`config.mk`:
```
export PLATFORM = sky130hd
export DESIGN_NAME = mem_stage_request_flat
export DESIGN_NICKNAME = d
export VERILOG_FILES = /design/src/rtl/mem_stage_request_if.sv /design/src/rtl/mem_stage_request.sv /design/src/flat_wrapper.sv
export SDC_FILE = /design/constraint.sdc
export NUM_CORES = 1
export LEC_CHECK = 0
export ABC_AREA = 1
export BUFFER_PORTS_ARGS = -buffer_cell sky130_fd_sc_hd__buf_2
export CORE_AREA = 2 2 104 126
export CTS_CLUSTER_SIZE = 14
export DETAILED_ROUTE_END_ITERATION = 8
export DIE_AREA = 0 0 106 128
export MAX_ROUTING_LAYER = met4
export PLACE_DENSITY = 0.86
export SYNTH_ARGS = -nofsm -noshare
export SYNTH_HDL_FRONTEND = slang
export SYNTH_SLANG_ARGS = --single-unit
```
`constraint.sdc`:
```
create_clock -name CLK -period 4.7 [get_ports CLK]
set_input_delay 0.47 -clock CLK [delete_from_list [all_inputs] [get_ports CLK]]
set_output_delay 0.47 -clock CLK [all_outputs]
set_load 0.03 [all_outputs]
```
`src/rtl/mem_stage_request_if.sv`:
```
// mem_stage_request_if: pipeline and data-cache signals of the memory stage
interface mem_stage_request_if #(parameter int ADDR_W = 32, DATA_W = 32, CNT_W = 16);
  logic MemRead_mem, MemWrite_mem, halt_mem, advance, dhit, dflushed;
  logic [ADDR_W-1:0] dmemaddr_mem, daddr;
  logic [DATA_W-1:0] dmemstore_mem, dload, dstore, dmemload_mem;
  logic dREN, dWEN, dcache_halt, mem_stall, halted, op_conflict;
  logic [CNT_W-1:0] access_cnt, stall_cnt;
  modport master (
    output MemRead_mem, MemWrite_mem, halt_mem, dmemaddr_mem, dmemstore_mem, advance, dhit, dload, dflushed,
    input dREN, dWEN, daddr, dstore, dcache_halt, dmemload_mem, mem_stall, halted, op_conflict, access_cnt, stall_cnt
  );
  modport slave (
    input MemRead_mem, MemWrite_mem, halt_mem, dmemaddr_mem, dmemstore_mem, advance, dhit, dload, dflushed,
    output dREN, dWEN, daddr, dstore, dcache_halt, dmemload_mem, mem_stall, halted, op_conflict, access_cnt, stall_cnt
  );
endinterface

```
`src/rtl/mem_stage_request.sv`:
```
// mem_stage_request: issues one cache access per memory op, stalls until hit, sequences halt flush
module mem_stage_request #(parameter int ADDR_W = 32, DATA_W = 32, CNT_W = 16) (
  input logic CLK,
  input logic RST,
  mem_stage_request_if.slave bus
);
  typedef enum logic [2:0] {IDLE, ACCESS, DONE, FLUSH, HALTED} state_t;
  state_t state, state_n;
  logic rd, wr, op_conflict, req, stall;
  logic [ADDR_W-1:0] daddr;
  logic [DATA_W-1:0] dstore, dmemload;
  logic [CNT_W-1:0] access_cnt, stall_cnt;
  assign req = bus.MemRead_mem | bus.MemWrite_mem;
  // Pending access wins over halt: the halt is only taken from IDLE with no request.
  always_comb begin
    state_n = state == IDLE   ? (req ? ACCESS : bus.halt_mem ? FLUSH : IDLE) :
              state == ACCESS ? (bus.dhit ? DONE : ACCESS) :
              state == DONE   ? (bus.advance ? IDLE : DONE) :
              state == FLUSH  ? (bus.dflushed ? HALTED : FLUSH) : HALTED;
    stall = !RST && ((state == IDLE && req) || state == ACCESS || state == FLUSH || state == HALTED);
  end
  always_ff @(posedge CLK or posedge RST) begin
    if (RST) begin
      state <= IDLE;
      rd <= 1'b0;
      wr <= 1'b0;
      op_conflict <= 1'b0;
      daddr <= '0;
      dstore <= '0;
      dmemload <= '0;
      access_cnt <= '0;
      stall_cnt <= '0;
    end else begin
      state <= state_n;
      if (state == IDLE && req) begin
        daddr <= bus.dmemaddr_mem;
        dstore <= bus.dmemstore_mem;
        wr <= bus.MemWrite_mem;
        rd <= bus.MemRead_mem & ~bus.MemWrite_mem;
        op_conflict <= op_conflict | (bus.MemRead_mem & bus.MemWrite_mem);
      end
      if (state == ACCESS && bus.dhit) begin
        if (rd) dmemload <= bus.dload;
        if (!(&access_cnt)) access_cnt <= access_cnt + CNT_W'(1);
      end
      if (stall && !(&stall_cnt)) stall_cnt <= stall_cnt + CNT_W'(1);
    end
  end
  assign bus.dREN = state == ACCESS && rd;
  assign bus.dWEN = state == ACCESS && wr;
  assign bus.daddr = daddr;
  assign bus.dstore = dstore;
  assign bus.dcache_halt = state == FLUSH;
  assign bus.halted = state == HALTED;
  assign bus.dmemload_mem = dmemload;
  assign bus.mem_stall = stall;
  assign bus.op_conflict = op_conflict;
  assign bus.access_cnt = access_cnt;
  assign bus.stall_cnt = stall_cnt;
endmodule

```
`src/flat_wrapper.sv`:
```
// flat-port wrapper written by rule: the top's interface ports become plain ports
module mem_stage_request_flat 
#(parameter int ADDR_W = 32, DATA_W = 32, CNT_W = 16)
  (CLK, RST, bus_MemRead_mem, bus_MemWrite_mem, bus_halt_mem, bus_dmemaddr_mem, bus_dmemstore_mem, bus_advance, bus_dhit, bus_dload, bus_dflushed, bus_dREN, bus_dWEN, bus_daddr, bus_dstore, bus_dcache_halt, bus_dmemload_mem, bus_mem_stall, bus_halted, bus_op_conflict, bus_access_cnt, bus_stall_cnt);
  mem_stage_request_if #(.ADDR_W(ADDR_W), .DATA_W(DATA_W), .CNT_W(CNT_W)) bus_i ();
  input logic CLK;
  input logic RST;
  input wire logic [$bits(bus_i.MemRead_mem)-1:0] bus_MemRead_mem;
  input wire logic [$bits(bus_i.MemWrite_mem)-1:0] bus_MemWrite_mem;
  input wire logic [$bits(bus_i.halt_mem)-1:0] bus_halt_mem;
  input wire logic [$bits(bus_i.dmemaddr_mem)-1:0] bus_dmemaddr_mem;
  input wire logic [$bits(bus_i.dmemstore_mem)-1:0] bus_dmemstore_mem;
  input wire logic [$bits(bus_i.advance)-1:0] bus_advance;
  input wire logic [$bits(bus_i.dhit)-1:0] bus_dhit;
  input wire logic [$bits(bus_i.dload)-1:0] bus_dload;
  input wire logic [$bits(bus_i.dflushed)-1:0] bus_dflushed;
  output wire logic [$bits(bus_i.dREN)-1:0] bus_dREN;
  output wire logic [$bits(bus_i.dWEN)-1:0] bus_dWEN;
  output wire logic [$bits(bus_i.daddr)-1:0] bus_daddr;
  output wire logic [$bits(bus_i.dstore)-1:0] bus_dstore;
  output wire logic [$bits(bus_i.dcache_halt)-1:0] bus_dcache_halt;
  output wire logic [$bits(bus_i.dmemload_mem)-1:0] bus_dmemload_mem;
  output wire logic [$bits(bus_i.mem_stall)-1:0] bus_mem_stall;
  output wire logic [$bits(bus_i.halted)-1:0] bus_halted;
  output wire logic [$bits(bus_i.op_conflict)-1:0] bus_op_conflict;
  output wire logic [$bits(bus_i.access_cnt)-1:0] bus_access_cnt;
  output wire logic [$bits(bus_i.stall_cnt)-1:0] bus_stall_cnt;
  assign bus_i.MemRead_mem = bus_MemRead_mem;
  assign bus_i.MemWrite_mem = bus_MemWrite_mem;
  assign bus_i.halt_mem = bus_halt_mem;
  assign bus_i.dmemaddr_mem = bus_dmemaddr_mem;
  assign bus_i.dmemstore_mem = bus_dmemstore_mem;
  assign bus_i.advance = bus_advance;
  assign bus_i.dhit = bus_dhit;
  assign bus_i.dload = bus_dload;
  assign bus_i.dflushed = bus_dflushed;
  assign bus_dREN = bus_i.dREN;
  assign bus_dWEN = bus_i.dWEN;
  assign bus_daddr = bus_i.daddr;
  assign bus_dstore = bus_i.dstore;
  assign bus_dcache_halt = bus_i.dcache_halt;
  assign bus_dmemload_mem = bus_i.dmemload_mem;
  assign bus_mem_stall = bus_i.mem_stall;
  assign bus_halted = bus_i.halted;
  assign bus_op_conflict = bus_i.op_conflict;
  assign bus_access_cnt = bus_i.access_cnt;
  assign bus_stall_cnt = bus_i.stall_cnt;
  mem_stage_request #(.ADDR_W(ADDR_W), .DATA_W(DATA_W), .CNT_W(CNT_W)) u_core (.CLK(CLK), .RST(RST), .bus(bus_i));
endmodule
```
======== Yosys cells after proc, flatten, opt, wreduce, memory -nomap -nowiden ========
Cells that the tools add are included.
operators by class
  add/sub/neg operators ................... 2
  eq/ne operators ......................... 4
  mux-type cells .......................... 9
  bitwise gates (word level) .............. 6
  reduce and logical (&&, ||, !) cells .... 16
operators with widths
  cell                                                 count
  adder 16 x 1 -> 16 bit, second input constant        2
  AND reduction 16 bit                                 2
  2-to-1 mux 3 bit                                     6
  equality test 3 x 2 -> 1 bit, second input constant  2
  logical AND 1 bit                                    6
  2-to-1 mux 2 bit                                     3
  AND reduction 2 bit                                  2
  equality test 3 x 1 -> 1 bit, second input constant  1
  equality test 3 bit, second input constant           1
  zero test 3 bit                                      1
  logical OR 1 bit                                     3
  AND 1 bit                                            2
  zero test 1 bit                                      2
  NOT 1 bit                                            2
  OR 1 bit                                             2
storage, ports and cells
  flip-flop bits (word level) ............. 134
  bits of input ports ..................... 104
  output and inout port bits .............. 134
  logic and storage cells ................. 46

======== Longest topological paths before layout ========
Gate-level depths: netlist of the first run.
  word-level depth ........................ 7
  gate-level depth with buffers ........... 10
  mapped depth without buffers ............ 9

======== Worst setup path after synthesis of the first run ========
No wires, ideal clock.
  path type ............................... input to output
  start point ............................. input RST
  end point ............................... output bus_mem_stall
  arrival ................................. 3,952 ps
  required time ........................... 4,230 ps
  path slack .............................. 278 ps
  cell stages on the path ................. 3
  buffers on the path ..................... 0
  cells stage by stage .................... inv_1 > nand2_1 > inv_1
between the ends
  word-level cells in the longest chain between the ends .. 2
ends and longest elaborated chain
  element            line                     RTL
  start, declared    flat_wrapper.sv:7        input logic RST;
  zero test 1 bit    mem_stage_request.sv:20  stall = !RST && ((state == IDLE && req) || state == ACCESS || state == FLUSH || state == HALTED);
  logical AND 1 bit  mem_stage_request.sv:20
  end, declared      flat_wrapper.sv:23       output wire logic [$bits(bus_i.mem_stall)-1:0] bus_mem_stall;
No other way between the ends.

======== Worst setup path in the final report of the first run ========
  start point ............................. register u_core.state[0]
  end point ............................... register u_core.dmemload[10] (netlist: u_core.bus.dmemload_mem[10])
between the ends
  word-level cells in the longest chain between the ends .. 3
ends and longest elaborated chain
  element                        line                     RTL
  start, declared                mem_stage_request.sv:8   state_t state, state_n;
  start signal, assigned         mem_stage_request.sv:34  state <= state_n;
  equality test 3 x 1 -> 1 bit   mem_stage_request.sv:42  if (state == ACCESS && bus.dhit) begin
  logical AND 1 bit              mem_stage_request.sv:42
  AND reduction 2 bit (no line)  --
  end signal, assigned           mem_stage_request.sv:43  if (rd) dmemload <= bus.dload;
  end, declared                  mem_stage_request.sv:11  logic [DATA_W-1:0] dstore, dmemload;
No other way between the ends.
A chain may end at the register's enable or synchronous reset.

==> impl_metrics.yaml, run 1 <==
status:
  status: "finished, final reports clean"
synth:
  synth_area_leaders: "dfrtp_1 (56%), nand2_1 (26%), nand3_1 (3.9%)"
  yosys.area.top_type: "dfrtp_1"
  synthCells: 751
  syn_area_mm2: 0.005978
  yosysMostFrequentCell: "nand2_1"
  synth_cell_types: 27
  postSynthAreaPerCell_um2: 7.960
  yosysTopAreaCellShare_pct: 56.09
  synth_edf_count: 0
  synth_common_cells: "nand2_1 (414), dfrtp_1 (134), nand3_1 (47)"
  synthArstFlopShare_pct: 100.0
  synthFlopType: "dfrtp_1"
  ys_seq_area_share_pct: 56.09
  syn_nets: 857
  synth_warnings: 0
  yosys_register_bits: 134
global_route:
  grt_max_degree: 75
  grt_usage_pct: 23.78
  grt_overflow: 0
  grt_pass1_wl_mm: 24.70
  antenna_found_initial: 2
  grt_pass1_vias: 5023
power:
  irDropWorstVdd_mv: 0.2016
  power_mw: 2.805
  powerDensity_mw_per_mm2: 355.5
  cellLeakagePower_nw: 4.747
floorplan:
  die_w_um: 106
  fp-row-count: 45
  design.core.area_mm2: 0.01244
  dieArea_mm2: 0.01357
  initial_core_util_pct: 48.04
  die_h_um: 128
  ios: 238
placement:
  routabilityCongestion: 0.8770
  dp_cells: 1126
  dp_hpwl_mm: 11.20
  dp_slack_ns: 2.105
  dpl_cell_area_mm2: 0.007252
  port_buffers: 237
timing:
  hold_violations: 0
  tightest_slew_ns: 1.089
  fin_crit_sh_pct: 57.12
  setup_violations: 0
  slew_viol_final: 0
  final.setup.tns_ns: 0
  final.min_clock_period_ns: 2.684
  timing.hold.ws_ns: 0.1248
  rsz0062_at_grt: "no"
  final.setup.worst_slack_ns: 2.016
  fmaxAchievable_mhz: 372.5
  slew_headroom_pct: 27.29
  fin_skew_ns: 0.01040
cts:
  path_clk_slew_ns: 0.06
  cts_root_buf: "clkbuf_16"
  clock-sinks: 134
  cts_tree: "built"
  post_cts_buffers: 0
  cts_buffers: 17
  cts-hold-fix-buffers: 0
  cts_buffer_depth: 2
  htree_num_levels: 4
  clkLatencyLatePin_ns: 0.40
  cts-resized-gates: 0
worst_setup_path:
  critPathKind: "reg2reg"
  critPathMaxFanout: 35
  cp.required_ns: 4.98
  end_kind: "register"
  worstPathArrival_ns: 2.97
  cp-start-kind: "register"
finish:
  final_area_mm2: 0.007889
  fin_nets: 1087
  area_growth_pct: 31.96
  stdcell_count: 1158
  drive_above_1_share_pct: 29.03
  final_core_util_pct: 63.40
min_path:
  hold_class: "in2async"
run:
  maxCapViolCount: 0
drt:
  avgViaCountPerCell: 4.832
  route.detailed.drc: 0
  ant_nets: 0
  drt_pass1_iterations: 6
  drt_iter0_markers: 422
  wl_per_cell_um: 13.59
  num_vias: 5595
  wl_mm: 15.73
## cell usage in the layout, fill, tap and decap left out, drive strengths merged
| cell type | Yosys | routed |
|---|---|---|
| a21oi | 1 | 1 |
| buf | 20 | 239 |
| bufinv | 0 | 5 |
| clkbuf | 8 | 18 |
| clkinv | 0 | 4 |
| clkinvlp | 0 | 1 |
| dfrtp | 134 | 134 |
| diode | 0 | 2 |
| ha | 2 | 2 |
| inv | 33 | 35 |
| nand2 | 422 | 422 |
| nand3 | 48 | 48 |
| nand4 | 10 | 10 |
| nor2 | 42 | 42 |
| nor3 | 2 | 2 |
| nor3b | 1 | 1 |
| o2111ai | 1 | 1 |
| o21ai | 11 | 11 |
| o21bai | 1 | 1 |
| xnor2 | 10 | 10 |
| xor2 | 5 | 5 |
## flip-flops by register name (all words and copies together) (netlist names)
signal	count
u_core.bus.access_cnt	16
u_core.bus.dstore	32
u_core.wr	1
u_core.bus.op_conflict	1
u_core.bus.daddr	32
u_core.state	3
u_core.bus.dmemload_mem	32
u_core.rd	1
u_core.bus.stall_cnt	16
## layer usage
metal	vias up	GRT usage, %	share of wire, %
li1	2776	-	-
met1	2581	29.08	41
met2	211	38.90	50
met3	27	5.338	6.6
met4	0	8.746	1.8
met5	-	-	0
## report_power, final
part / leakage (nW) / internal, mW / switching, mW / total, mW
Combinational: 2.59 / 0.0644 / 0.110 / 0.174
Clock: 0.307 / 0.939 / 0.492 / 1.43
Sequential: 1.85 / 1.17 / 0.0281 / 1.20
Total: 4.75 / 2.17 / 0.630 / 2.80
## kinds of logic (layout without fill, tap and decap cells)
family	Yosys count	in the layout	synth area share [%]
other	0	2	0
and+or+nand+nor	525	525	35.33
AOI/OAI and AO/OA	14	14	1.465
DFF	134	134	56.09
adders and majority gates	2	2	0.4185
buffers and inverters	61	302	4.500
xor gates and xnor gates	15	15	2.197
## final timing paths
path	start	endpoint	slack, ns	cells past startpoint
max	u_core.state[0]	u_core.bus.dmemload_mem[10]	2.02	7
max reg2reg	u_core.state[0]	u_core.bus.dmemload_mem[10]	2.02	7
max in group asynchronous	RST	u_core.bus.daddr[3]	3.24	3
min in group CLK	bus_dmemstore_mem[10]	u_core.bus.dstore[10]	0.26	3
min reg2reg	u_core.bus.dmemload_mem[25]	u_core.bus.dmemload_mem[25]	0.47	2
min	RST	u_core.bus.dstore[7]	0.12	2
## worst max-delay path: stages (launching register included)
cell and delay, ns:
dfrtp_1 0.41, inv_2 0.05, nor2_1 0.13, nand2_1 0.15, nor2_4 0.65, nand2_1 0.84
nand2_1 0.25, nand2_1 0.07
## final cells by class
cell class / instances / area [um2]
fill: 1102 / 4554
sequential: 134 / 3353
timing repair buffer: 239 / 1201
clock buffer: 18 / 429.2
inverter: 33 / 131.4
tap: 164 / 205.2
clock inverter: 12 / 202.7
antenna: 2 / 5.005
multi-input combinational: 556 / 2361
(Power assumes the default switching activity.)
==> run 2: changes to the inputs <==
clock period = 2.55 ns   (was 4.7 ns; I/O delays follow)
==> run 2 against run 1 <==
Net effect: flip-flop and latch count is the same; cell count rose by 0.69%; core utilization is 0.53 points higher; hold slack worse by 0.098 ns; via count rose by 1.7%; die area did not move.
==> impl_metrics.yaml, run 2 (same netlist as run 1, synthesis figures left out) <==
finish:
  final_core_util_pct: 63.93
  final_area_mm2: 0.007955
  final_cell_mix: "nand2_1 (414), buf_2 (237), dfrtp_1 (134), nand3_1 (46), nor2_1 (38)"
  area_growth_pct: 33.07
  fin_nets: 1095
  layout_commonest_cell: "nand2_1"
  drive_above_1_share_pct: 29.64
  num_antenna_cells: 0
  num-fill-cells: 1042
worst_setup_path:
  critPathMaxFanout: 16
  r2r_start: "u_core.bus.stall_cnt[0]"
  cp.required_ns: 2.89
  crit_cells: 8
  timing.rr.end: "u_core.bus.stall_cnt[10]"
  critPathMaxStageDelay_ns: 0.51
  slowest_stage: "nor2_2"
  worstPathArrival_ns: 2.39
  end_kind: "register"
  critPathKind: "reg2reg"
  crit_chain: "ha_1, nand3_1, inv_1, nand2_1, nor2_1, nor2_2, nand2_1, nand2_1"
  r2r_cells: 8
  path_common_cell: "nand2_1"
  crit_family: "simple AND/OR/NAND/NOR gates"
  worstSetupStartpoint: "u_core.bus.stall_cnt[0]"
  cp-start-kind: "register"
  path_buf_inv: 1
  endpoint: "u_core.bus.stall_cnt[10]"
  r2r_slack_ns: 0.50
placement:
  dpl_cell_area_mm2: 0.007311
  routabilityCongestion: 0.9045
  port_buffers: 237
  dp_hpwl_mm: 11.15
power:
  irDropWorstVdd_mv: 0.4042
  powerDensity_mw_per_mm2: 649.4
  cellLeakagePower_nw: 4.791
floorplan:
  die_w_um: 106
  design.core.area_mm2: 0.01244
  initial_core_util_pct: 48.04
  ios: 238
  dieArea_mm2: 0.01357
  fp-row-count: 45
  die_h_um: 128
cts:
  clock-sinks: 134
  cts_root_buf: "clkbuf_16"
  htree_num_levels: 4
  cts-hold-fix-buffers: 0
  cts_buffer_depth: 2
  clkLatencyLatePin_ns: 0.42
  post_cts_buffers: 0
  cts-resized-gates: 0
  cts_buffers: 17
  cts_tree: "built"
  path_clk_slew_ns: 0.06
global_route:
  grt_pass1_vias: 5432
  grt_max_degree: 70
  antenna_found_initial: 0
  grt_overflow: 0
  grt_pass1_wl_mm: 26.12
  grt_usage_pct: 25.08
run:
  maxCapViolCount: 0
status:
  status: "finished, final reports clean"
drt:
  route.detailed.drc: 0
  avgViaCountPerCell: 4.878
  wl_mm: 15.89
  drt_iter0_markers: 398
  wl_per_cell_um: 13.63
  num_vias: 5688
  ant_nets: 0
  drt_pass1_iterations: 5
timing:
  fin_crit_sh_pct: 80.54
  fmaxAchievable_mhz: 486.9
  rsz0062_at_grt: "no"
  slew_headroom_pct: 42.63
  hold_violations: 0
  tightest_slew_ns: 0.8606
  slew_viol_final: 0
  setup_violations: 0
  fin_skew_ns: 0.02160
  final.min_clock_period_ns: 2.054
min_path:
  hold_class: "in2reg"
  whs_path_depth: 3
==> run 2: changes by cell type in the layout (fill, tap and decap cells not counted) <==
cell        delta
clkinv_4       -2
bufinv_16      -1
clkinv_2       +1
clkbuf_1       +1
clkbuf_8       +5
inv_6          -3
clkinvlp_4     +1
buf_4          +8
diode_2        -2
==> run 2: power by group <==
part           total, mW  switching, mW  internal (mW)
Combinational      0.325          0.205          0.120
Sequential          2.21         0.0537           2.16
Clock               2.63          0.865           1.76
Total               5.17           1.12           4.04
==> run 2: cell type report <==
cell class	instances	area [um2]	share of cell area (%)
clock buffers	24	501.7	6.307
clock inverters	8	142.6	1.793
inverters	33	130.1	1.636
multi-input cells	556	2361	29.68
flip-flops and latches	134	3353	42.15
well taps	164	205.2	2.579
repair buffers	247	1261	15.85
==> run 2: layer usage <==
| layer | wire length, um | track usage, % | up-vias |
|---|---|---|---|
| li1 | - | - | 2787 |
| met1 | 6498 | 29.47 | 2652 |
| met2 | 8127 | 41.78 | 216 |
| met3 | 894 | 5.846 | 33 |
| met4 | 371 | 10.14 | 0 |
| met5 | 0 | - | - |
==> run 2: through the flow <==
step	hold slack (ns)	cells	total power, mW	setup TNS, ns	setup WS [ns]
after floorplan	0.3646	751	2.421	-6.395	-0.4223
after global placement	0.4461	1134	2.565	0	0.7217
after detailed placement	0.4533	1134	2.571	0	0.6100
after CTS	0.01524	1166	5.216	0	0.5299
after global routing	0.01436	1166	5.367	0	0.3060
final	0.02667	1166	5.166	0	0.4963
==> run 2: worst min-delay path by stage <==
stage / from / to / slack [ns]
after CTS: bus_dmemaddr_mem[18] / u_core.bus.daddr[18] / 0.02
final: bus_dmemaddr_mem[25] / u_core.bus.daddr[25] / 0.03
after global routing: bus_dmemaddr_mem[14] / u_core.bus.daddr[14] / 0.01
after floorplan: bus_dmemaddr_mem[0] / u_core.bus.daddr[0] / 0.36
after detailed placement: bus_dmemaddr_mem[25] / u_core.bus.daddr[25] / 0.45
after global placement: bus_dmemaddr_mem[22] / u_core.bus.daddr[22] / 0.45
==> run 2: worst min-delay path: stages <==
cell and delay, ns:
buf_2 0.07, nand2_1 0.04, nand2_1 0.04
==> run 3: changes to the inputs <==
clock period = 2.15 ns   (was 2.55 ns; I/O delays follow)
==> run 3 against run 2 <==
Net effect: flip-flop and latch count unchanged; first-iteration DRC count fell by 18%; critical path depth up 1; clock-buffer cell count down 6; non-clock buffer count increased by 48; die area stayed put; cell area is 5.9% higher; combinational power grew 41%; setup slack got worse by 0.26 ns; maximum frequency is 7.3% higher.
==> impl_metrics.yaml, run 3 (same netlist as run 1, synthesis figures left out) <==
status:
  status: "finished, final reports clean"
finish:
  layout.area.seq_mm2: 0.003353
  final_cell_mix: "nand2_1 (414), buf_2 (237), dfrtp_1 (134), nand3_1 (46), dlygate4sd3_1 (46)"
  num-fill-cells: 969
  area_growth_pct: 40.98
  fin_nets: 1143
  drive_above_1_share_pct: 28.67
  final_area_mm2: 0.008428
  multiInputGateArea_mm2: 0.002361
  layout_commonest_cell: "nand2_1"
power:
  cellLeakagePower_nw: 4.967
  seqPwrFrac_pct: 42.3
  switching_share_pct: 23.49
  internal_power_mw: 4.741
  clock_power_share_pct: 50.3
  irDropWorstVdd_mv: 0.4325
  comb_power_share_pct: 7.4
  p_sw_mw: 1.456
  powerDensity_mw_per_mm2: 735.3
timing:
  hold_violations: 0
  final.min_clock_period_ns: 1.913
  final.setup.tns_ns: 0
  fin_crit_sh_pct: 88.99
  fmaxAchievable_mhz: 522.6
  fin_skew_ns: 0.01159
  tightest_slew_ns: 0.8396
  slew_headroom_pct: 44.03
  setup_violations: 0
  rsz0062_at_grt: "no"
  slew_viol_final: 0
placement:
  dpl_cell_area_mm2: 0.007326
  dp_hpwl_mm: 10.92
  port_buffers: 237
  routabilityCongestion: 0.9128
worst_setup_path:
  end_kind: "register"
  r2r_slack_ns: 0.24
  crit_family: "simple AND/OR/NAND/NOR gates"
  worstSetupStartpoint: "u_core.bus.stall_cnt[0]"
  critPathMaxFanout: 16
  crit_chain: "ha_1, nand3_1, inv_1, nand2_1, inv_1, nand2_1, nand3_2, nand2_1, nand2_1"
  critPathMaxStageDelay_ns: 0.45
  r2r_start: "u_core.bus.stall_cnt[0]"
  worstPathArrival_ns: 2.20
  slowest_stage: "dfrtp_1"
  path_buf_inv: 2
  critPathKind: "reg2reg"
  cp.required_ns: 2.43
  cp-start-kind: "register"
  r2r_cells: 9
  crit_cells: 9
  path_common_cell: "nand2_1"
drt:
  wl_per_cell_um: 13.93
  avgViaCountPerCell: 4.881
  drt_iter0_markers: 327
  wl_mm: 16.93
  num_vias: 5931
  route.detailed.drc: 0
  ant_nets: 0
  drt_pass1_iterations: 5
cts:
  cts_tree: "built"
  post_cts_buffers: 0
  htree_num_levels: 4
  cts_root_buf: "clkbuf_16"
  path_clk_slew_ns: 0.06
  cts-resized-gates: 0
  cts_buffer_depth: 2
  clock-sinks: 134
  clkLatencyLatePin_ns: 0.41
  cts_buffers: 17
global_route:
  grt_usage_pct: 26.18
  grt_max_degree: 69
  grt_pass1_vias: 5815
  busiest_layer: "met2"
  antenna_found_initial: 1
  grt_use_met3_pct: 5.236
  grt_pass1_wl_mm: 27.37
  grtUsageMet2_pct: 44.59
  grt_overflow: 0
  grt_use_met1_pct: 29.43
floorplan:
  die_w_um: 106
  fp-row-count: 45
  die_h_um: 128
  ios: 238
  design.core.area_mm2: 0.01244
  initial_core_util_pct: 48.04
  dieArea_mm2: 0.01357
min_path:
  min_from: "bus_dmemstore_mem[24]"
  hold_class: "in2reg"
  whs_path_depth: 3
run:
  maxCapViolCount: 0
==> run 3: final timing paths <==
path,end
worst max-delay path,u_core.bus.stall_cnt[10]
worst min-delay path,u_core.bus.dstore[24]
worst max register to register,u_core.bus.stall_cnt[10]
worst min register to register,u_core.bus.dmemload_mem[23]
max in group asynchronous,u_core.bus.daddr[4]
min in group asynchronous,u_core.bus.stall_cnt[8]
==> run 3: per-layer routing <==
layer / part of all wire (%) / wire length [um]
met1: 39 / 6567
met2: 52 / 8825
met5: 0 / 0
met4: 3.7 / 633
met3: 5.3 / 901
==> run 3: power by group through the flow <==
stage / Combinational (mW) / Sequential (mW) / Clock [mW]
final: 0.458 / 2.62 / 3.12
after global routing: 0.502 / 2.63 / 3.29
after CTS: 0.452 / 2.62 / 3.17
after detailed placement: 0.387 / 2.66 / 0
after global placement: 0.381 / 2.66 / 0
after floorplan: 0.139 / 2.73 / 0
==> run 3: metrics by stage <==
step | power (mW) | util, % | hold slack [ns] | instances | worst slack (ns)
floorplan | 2.872 | - | 0.3246 | 751 | -0.7823
global placement | 3.044 | 58.87 | 0.1233 | 1136 | 0.4049
detailed placement | 3.052 | 58.87 | 0.1246 | 1136 | 0.3062
CTS | 6.238 | 67.55 | 0.0001597 | 1212 | 0.2545
global route | 6.426 | 67.73 | 0.01108 | 1215 | 0.07901
finish | 6.197 | 67.73 | 0.01666 | 1215 | 0.2367
==> run 3: repair_timing <==
action | CTS | global route
setup endpoints to repair | 0 | 0
hold buffers | 44 | 2
endpoints found under the hold margin | 44 | 2
==> run 3: cell type report <==
class / instances / share of cell area, %
flip-flops and latches: 134 / 39.79
multi-input cells: 556 / 28.01
repair buffers: 295 / 20.61
clock buffers: 18 / 5.211
well taps: 164 / 2.435
clock inverters: 14 / 2.375
inverters: 33 / 1.544
diodes: 1 / 0.02969
==> run 3: worst min-delay path, stage by stage <==
cell     delay (ns)
buf_2          0.08
nand2_1        0.04
nand2_1        0.05
